## src/rtl/pwm_gen_mc.sv

```systemverilog
// Multi-channel PWM generator: one shared period counter (edge- or center-aligned)
// with per-channel duty/polarity, shadowed configuration applied at period boundaries.
module pwm_gen_mc #(
  parameter int WIDTH    = 8,
  parameter int CHANNELS = 4
) (
  input  logic                      clk,
  input  logic                      rst,
  input  logic                      i_en,
  input  logic                      i_cfg_wr,
  input  logic [WIDTH-1:0]          i_cfg_period,
  input  logic [CHANNELS*WIDTH-1:0] i_cfg_duty,
  input  logic [CHANNELS-1:0]       i_cfg_pol,
  input  logic                      i_cfg_center,
  output logic [CHANNELS-1:0]       o_pwm_out,
  output logic                      o_period_tick,
  output logic                      o_cfg_pending
);

  localparam logic [WIDTH-1:0] ZERO = {WIDTH{1'b0}};
  localparam logic [WIDTH-1:0] ONE  = {{(WIDTH-1){1'b0}}, 1'b1};

  typedef enum logic {ST_UP = 1'b0, ST_DOWN = 1'b1} dir_t;

  dir_t                      r_state;
  dir_t                      w_state_nxt;
  logic [WIDTH-1:0]          r_cnt;
  logic [WIDTH-1:0]          w_cnt_nxt;
  logic [WIDTH-1:0]          w_last;
  logic                      w_run;
  logic                      w_boundary;
  logic                      w_apply;
  logic [CHANNELS-1:0]       w_cmp;

  logic [WIDTH-1:0]          r_pnd_period;
  logic [CHANNELS*WIDTH-1:0] r_pnd_duty;
  logic [CHANNELS-1:0]       r_pnd_pol;
  logic                      r_pnd_center;
  logic [WIDTH-1:0]          r_act_period;
  logic [CHANNELS*WIDTH-1:0] r_act_duty;
  logic [CHANNELS-1:0]       r_act_pol;
  logic                      r_act_center;

  // Counter/direction next state; a direction flip doubles as the endpoint hold in center mode
  always_comb begin
    w_cnt_nxt   = ZERO;
    w_state_nxt = ST_UP;
    w_boundary  = 1'b0;
    w_last      = r_act_period - ONE;
    w_run       = i_en && (r_act_period != ZERO);
    if (!w_run) begin
      w_cnt_nxt   = ZERO;
      w_state_nxt = ST_UP;
    end else if (r_act_center) begin
      case (r_state)
        ST_UP: begin
          if (r_cnt >= w_last) begin
            w_cnt_nxt   = r_cnt;
            w_state_nxt = ST_DOWN;
          end else begin
            w_cnt_nxt   = r_cnt + ONE;
            w_state_nxt = ST_UP;
          end
        end
        ST_DOWN: begin
          if (r_cnt == ZERO) begin
            w_boundary  = 1'b1;
            w_cnt_nxt   = ZERO;
            w_state_nxt = ST_UP;
          end else begin
            w_cnt_nxt   = r_cnt - ONE;
            w_state_nxt = ST_DOWN;
          end
        end
        default: begin
          w_cnt_nxt   = ZERO;
          w_state_nxt = ST_UP;
        end
      endcase
    end else begin
      if (r_cnt >= w_last) begin
        w_boundary = 1'b1;
        w_cnt_nxt  = ZERO;
      end else begin
        w_cnt_nxt  = r_cnt + ONE;
      end
    end
    w_apply = r_pending_apply_ok(o_cfg_pending, w_run, w_boundary);
  end

  function automatic logic r_pending_apply_ok(input logic pend, input logic run, input logic bnd);
    return pend && (!run || bnd);
  endfunction

  // Per-channel compare; a stopped or zero-period block shows the inactive level
  always_comb begin
    w_cmp = r_act_pol;
    if (w_run) begin
      for (int i = 0; i < CHANNELS; i++) begin
        w_cmp[i] = r_act_pol[i] ^ (r_cnt < r_act_duty[i*WIDTH +: WIDTH]);
      end
    end else begin
      w_cmp = r_act_pol;
    end
  end

  // Counter, direction and registered outputs
  always_ff @(posedge clk or posedge rst) begin
    if (rst) begin
      r_state       <= ST_UP;
      r_cnt         <= ZERO;
      o_pwm_out     <= {CHANNELS{1'b0}};
      o_period_tick <= 1'b0;
    end else begin
      r_state       <= w_state_nxt;
      r_cnt         <= w_cnt_nxt;
      o_pwm_out     <= w_cmp;
      o_period_tick <= w_boundary;
    end
  end

  // Shadow registers: apply copies the old pending set even when a new write lands the same edge
  always_ff @(posedge clk or posedge rst) begin
    if (rst) begin
      r_pnd_period  <= ZERO;
      r_pnd_duty    <= {(CHANNELS*WIDTH){1'b0}};
      r_pnd_pol     <= {CHANNELS{1'b0}};
      r_pnd_center  <= 1'b0;
      r_act_period  <= ZERO;
      r_act_duty    <= {(CHANNELS*WIDTH){1'b0}};
      r_act_pol     <= {CHANNELS{1'b0}};
      r_act_center  <= 1'b0;
      o_cfg_pending <= 1'b0;
    end else begin
      if (i_cfg_wr) begin
        r_pnd_period <= i_cfg_period;
        r_pnd_duty   <= i_cfg_duty;
        r_pnd_pol    <= i_cfg_pol;
        r_pnd_center <= i_cfg_center;
      end
      if (w_apply) begin
        r_act_period <= r_pnd_period;
        r_act_duty   <= r_pnd_duty;
        r_act_pol    <= r_pnd_pol;
        r_act_center <= r_pnd_center;
      end
      if (i_cfg_wr) begin
        o_cfg_pending <= 1'b1;
      end else if (w_apply) begin
        o_cfg_pending <= 1'b0;
      end else begin
        o_cfg_pending <= o_cfg_pending;
      end
    end
  end

endmodule

```

## config.mk

```make
export PLATFORM = sky130hd
export DESIGN_NAME = pwm_gen_mc
export DESIGN_NICKNAME = d
export VERILOG_FILES = /design/src/rtl/pwm_gen_mc.sv
export SDC_FILE = /design/constraint.sdc
export NUM_CORES = 1
export LEC_CHECK = 0
export BUFFER_PORTS_ARGS = -buffer_cell sky130_fd_sc_hd__buf_2
export CORE_AREA = 2 2 138 73
export DETAILED_ROUTE_END_ITERATION = 16
export DIE_AREA = 0 0 140 75
export PLACE_DENSITY = 0.78
export SETUP_SLACK_MARGIN = 0.4
export SLEW_MARGIN = 20
export SYNTH_ARGS = -nofsm -noshare
export SYNTH_HDL_FRONTEND = slang
export SYNTH_SLANG_ARGS = --single-unit
```

## constraint.sdc

```tcl
create_clock -name clk -period 5.05 [get_ports clk]
set_clock_uncertainty 0.05 [all_clocks]
set_input_delay 1.01 -clock clk [delete_from_list [all_inputs] [get_ports clk]]
set_output_delay 1.01 -clock clk [all_outputs]
set_load 0.01 [all_outputs]
```

==> metrics.txt <==
number of global-route vias before repair=3615; RSZ-0062 raised after global routing=no; Crit path largest cell delay=0.50 ns; post-synth top area cell=dfrtp_1; Area contributors post-synth=dfrtp_1, mux2_2, ha_1; post-layout min period=3.445 ns; Avg Cell Area, Syn=12.27 sq um; number of synthesized flops with an enable pin=0; post-route clock period utilization=0.6822; routed len/inst=16.74 um; Tot Pwr=2.832 mW; setup violators final=0; Row Count=25; Post-Route WL=10.25 mm; nature of the critical path startpoint=flip-flop; crit end category=flip-flop; first-pass GRT wire length=between 15 and 20 mm; slowest stage cell, crit path=buf_4; clk sinks=105; Die Wd=140 um; core area=9228 sq um; Final Cell Area=5967 sq um; final RePlAce weighted congestion=0.8874; status=finished clean; Max Root-Sink Buffers=2; post-route ant nets=0; Post-synth top cells=dfrtp_1, mux2_2, ha_1; Final Net Count=approximately 580; Pwr Density=around 470 nW/um^2; Syn Inst Count=433; XOR/XNOR share of the synthesized area=0.01649; clock root buffer=clkbuf_16; total global routing overflow=0; H-tree levels=3; n_diodes=0; Top-Level Pins=55; critical path class=reg -> reg; TritonCTS clock tree=yes; Vias/cell=5.631; Total Routing Usage GR=0.2183; Hold Buf Count CTS=0; Synth top area share=0.4946; Req. time, crit path=5.23 ns; register area share after synthesis=0.4946; Final Max Slew Viols=0; placed cell area=around 5700 sq um; drt first pass iters=7; CTS buffer count=9; Synth Area in Compound Gates=0.08526; synth warn=0; full die area=between 10000 and 15000 sq um; Post-DP HPWL=between 7 and 8 mm; most frequent cell after synthesis=dfrtp_1; Worst path depth=11; setup total negative slack=0 ns; Hold Crit Depth=1; Sequential Area=~2600 sq um; CP max FO=between 40 and 50; fmax=just under 0.3 GHz; Inst Count DP=a little under 600; Setup Buffers After CTS=0; area of the multi-input gates=around 2500 sq um; initial antenna violation count=0; vias after detailed routing=3446; Fillers=709; DRC Markers=0; crit-path cells=nor3_1 > nor3b_1 > xnor2_1 > ha_1 > a211o_1 > a21oi_1 > o211ai_1 > and2_4 > o21ai_4 > buf_4 > mux2_2; filler-free cell count of the finished design=612; Unique masters post-synth=47; Slew HR=0.4360; post-synthesis mux area share=0.1884; VDD IR-drop max=0.2103 mV; Post-synth top flop=dfrtp_1; cells on worst reg2reg path=11; port bufs=54; Starting Density=0.5757; number of DRC markers in iteration 0=between 300 and 400; Worst Path Buf+Inv=1; P_leak=2.863 nW; post-synthesis adder-cell area fraction=0.09656; maxcap violations=0; Crit path max-delay family=simple AND/OR/NAND/NOR gates; post-cts sizing count=0; Slew @ Worst Pin=between 0.8 and 0.9 ns; layout cells sized above 1=0.3422; worst hold path class=reg -> reg; Layout area overhead=12.32%; arrival time worst endpoint=3.63 ns; Die Ht=around 75 um; Syn Nets=523; Final Hold Viols=0; clock slew at reported path FFs=around 0.070 ns; #FFs+latches synth=105; largest family of logic cells by synthesized area=multiplexers; post-synthesis simple-gate area fraction=0.07513; Post-Syn Area=approximately 5300 sq um; clock latency on the worst-skew pair=0.35 ns; largest net degree at the start of global routing=69; ys async rst share=1.000
[cell usage in the layout (no fill, tap or decap), drive strengths merged, types with 9 or more instances in the layout]
cell type	Yosys	layout
a21oi	15	15
a21o	13	13
nor2	13	13
o21ai	18	18
mux2	88	88
buf	6	57
dfrtp	105	105
clkbuf	9	10
xnor2	9	9
nand2	13	13
ha	41	41
inv	38	43
[path summary, 6_finish.rpt]
| kind | start | endpoint | slack [ns] |
|---|---|---|---|
| max in group asynchronous | rst | r_act_period[7]$_DFFE_PP0P_ | 3.19 |
| worst max register to register | r_act_period[2]$_DFFE_PP0P_ | r_act_period[3]$_DFFE_PP0P_ | 1.61 |
| worst max-delay path | r_act_period[2]$_DFFE_PP0P_ | r_act_period[3]$_DFFE_PP0P_ | 1.61 |
| worst min-delay path | r_act_pol[0]$_DFFE_PP0P_ | o_pwm_out[0]$_DFF_PP0_ | 0.42 |
| worst min register to register | r_act_pol[0]$_DFFE_PP0P_ | o_pwm_out[0]$_DFF_PP0_ | 0.42 |
| min in group asynchronous | rst | r_pnd_duty[9]$_DFFE_PP0P_ | 0.77 |
[where the power goes]
| group | internal, mW | switching [mW] |
|---|---|---|
| sequential | 1.07 | 0.180 |
| combinational | 0.476 | 0.421 |
| clock | 0.360 | 0.328 |
[layer usage]
layer / GRT usage / part of all wire / vias to the layer above
li1: - / - / 1636
met1: 0.3020 / 0.48 / 1669
met2: 0.3410 / 0.44 / 120
met3: 0.06298 / 0.063 / 21
met4: 0.07071 / 0.013 / 0
met5: 0 / 0 / -
[state kept, by name, indices dropped and copies added, names as in the netlist]
signal,count
r_act_pol,4
o_cfg_pending,1
r_act_period,8
r_pnd_duty,32
o_pwm_out,4
o_period_tick,1
r_act_duty,32
r_cnt,8
r_pnd_pol,4
r_act_center,1
r_pnd_center,1
r_pnd_period,8
r_state,1
[cell type report]
class | count | area share
clock buffer | 10 | 0.04005
clock inverter | 6 | 0.009226
inverter | 38 | 0.02432
multi-input combinational | 275 | 0.4112
sequential | 105 | 0.4403
tap | 121 | 0.02537
timing repair buffer | 57 | 0.04949
[worst reg2reg max path: stages, from the launching register on]
cell,delay (ns)
dfrtp_1,0.42
nor3_1,0.29
nor3b_1,0.27
xnor2_1,0.16
ha_1,0.26
a211o_1,0.30
a21oi_1,0.17
o211ai_1,0.15
and2_4,0.21
o21ai_4,0.11
buf_4,0.50
mux2_2,0.46
[logic make-up (layout without fill, tap and decap cells)]
family | after synthesis | in the layout
AOI/OAI and AO/OA | 64 | 64
xor gates and xnor gates | 10 | 10
adders and majority gates | 41 | 41
buffers and inverters | 53 | 111
DFF | 105 | 105
muxes | 89 | 89
and+or+nand+nor | 71 | 71
[metrics by stage]
step	util	setup WS (ns)	hold WS, ns
6_report	0.6466	1.605	0.4216
5_1_grt	0.6466	1.256	0.4624
4_1_cts	0.6464	1.599	0.4201
3_5_place_dp	0.6145	1.620	0.4109
3_3_place_gp	0.6145	1.748	0.4030
2_1_floorplan	-	1.229	0.3911
Power figures use the tool's default switching activity.
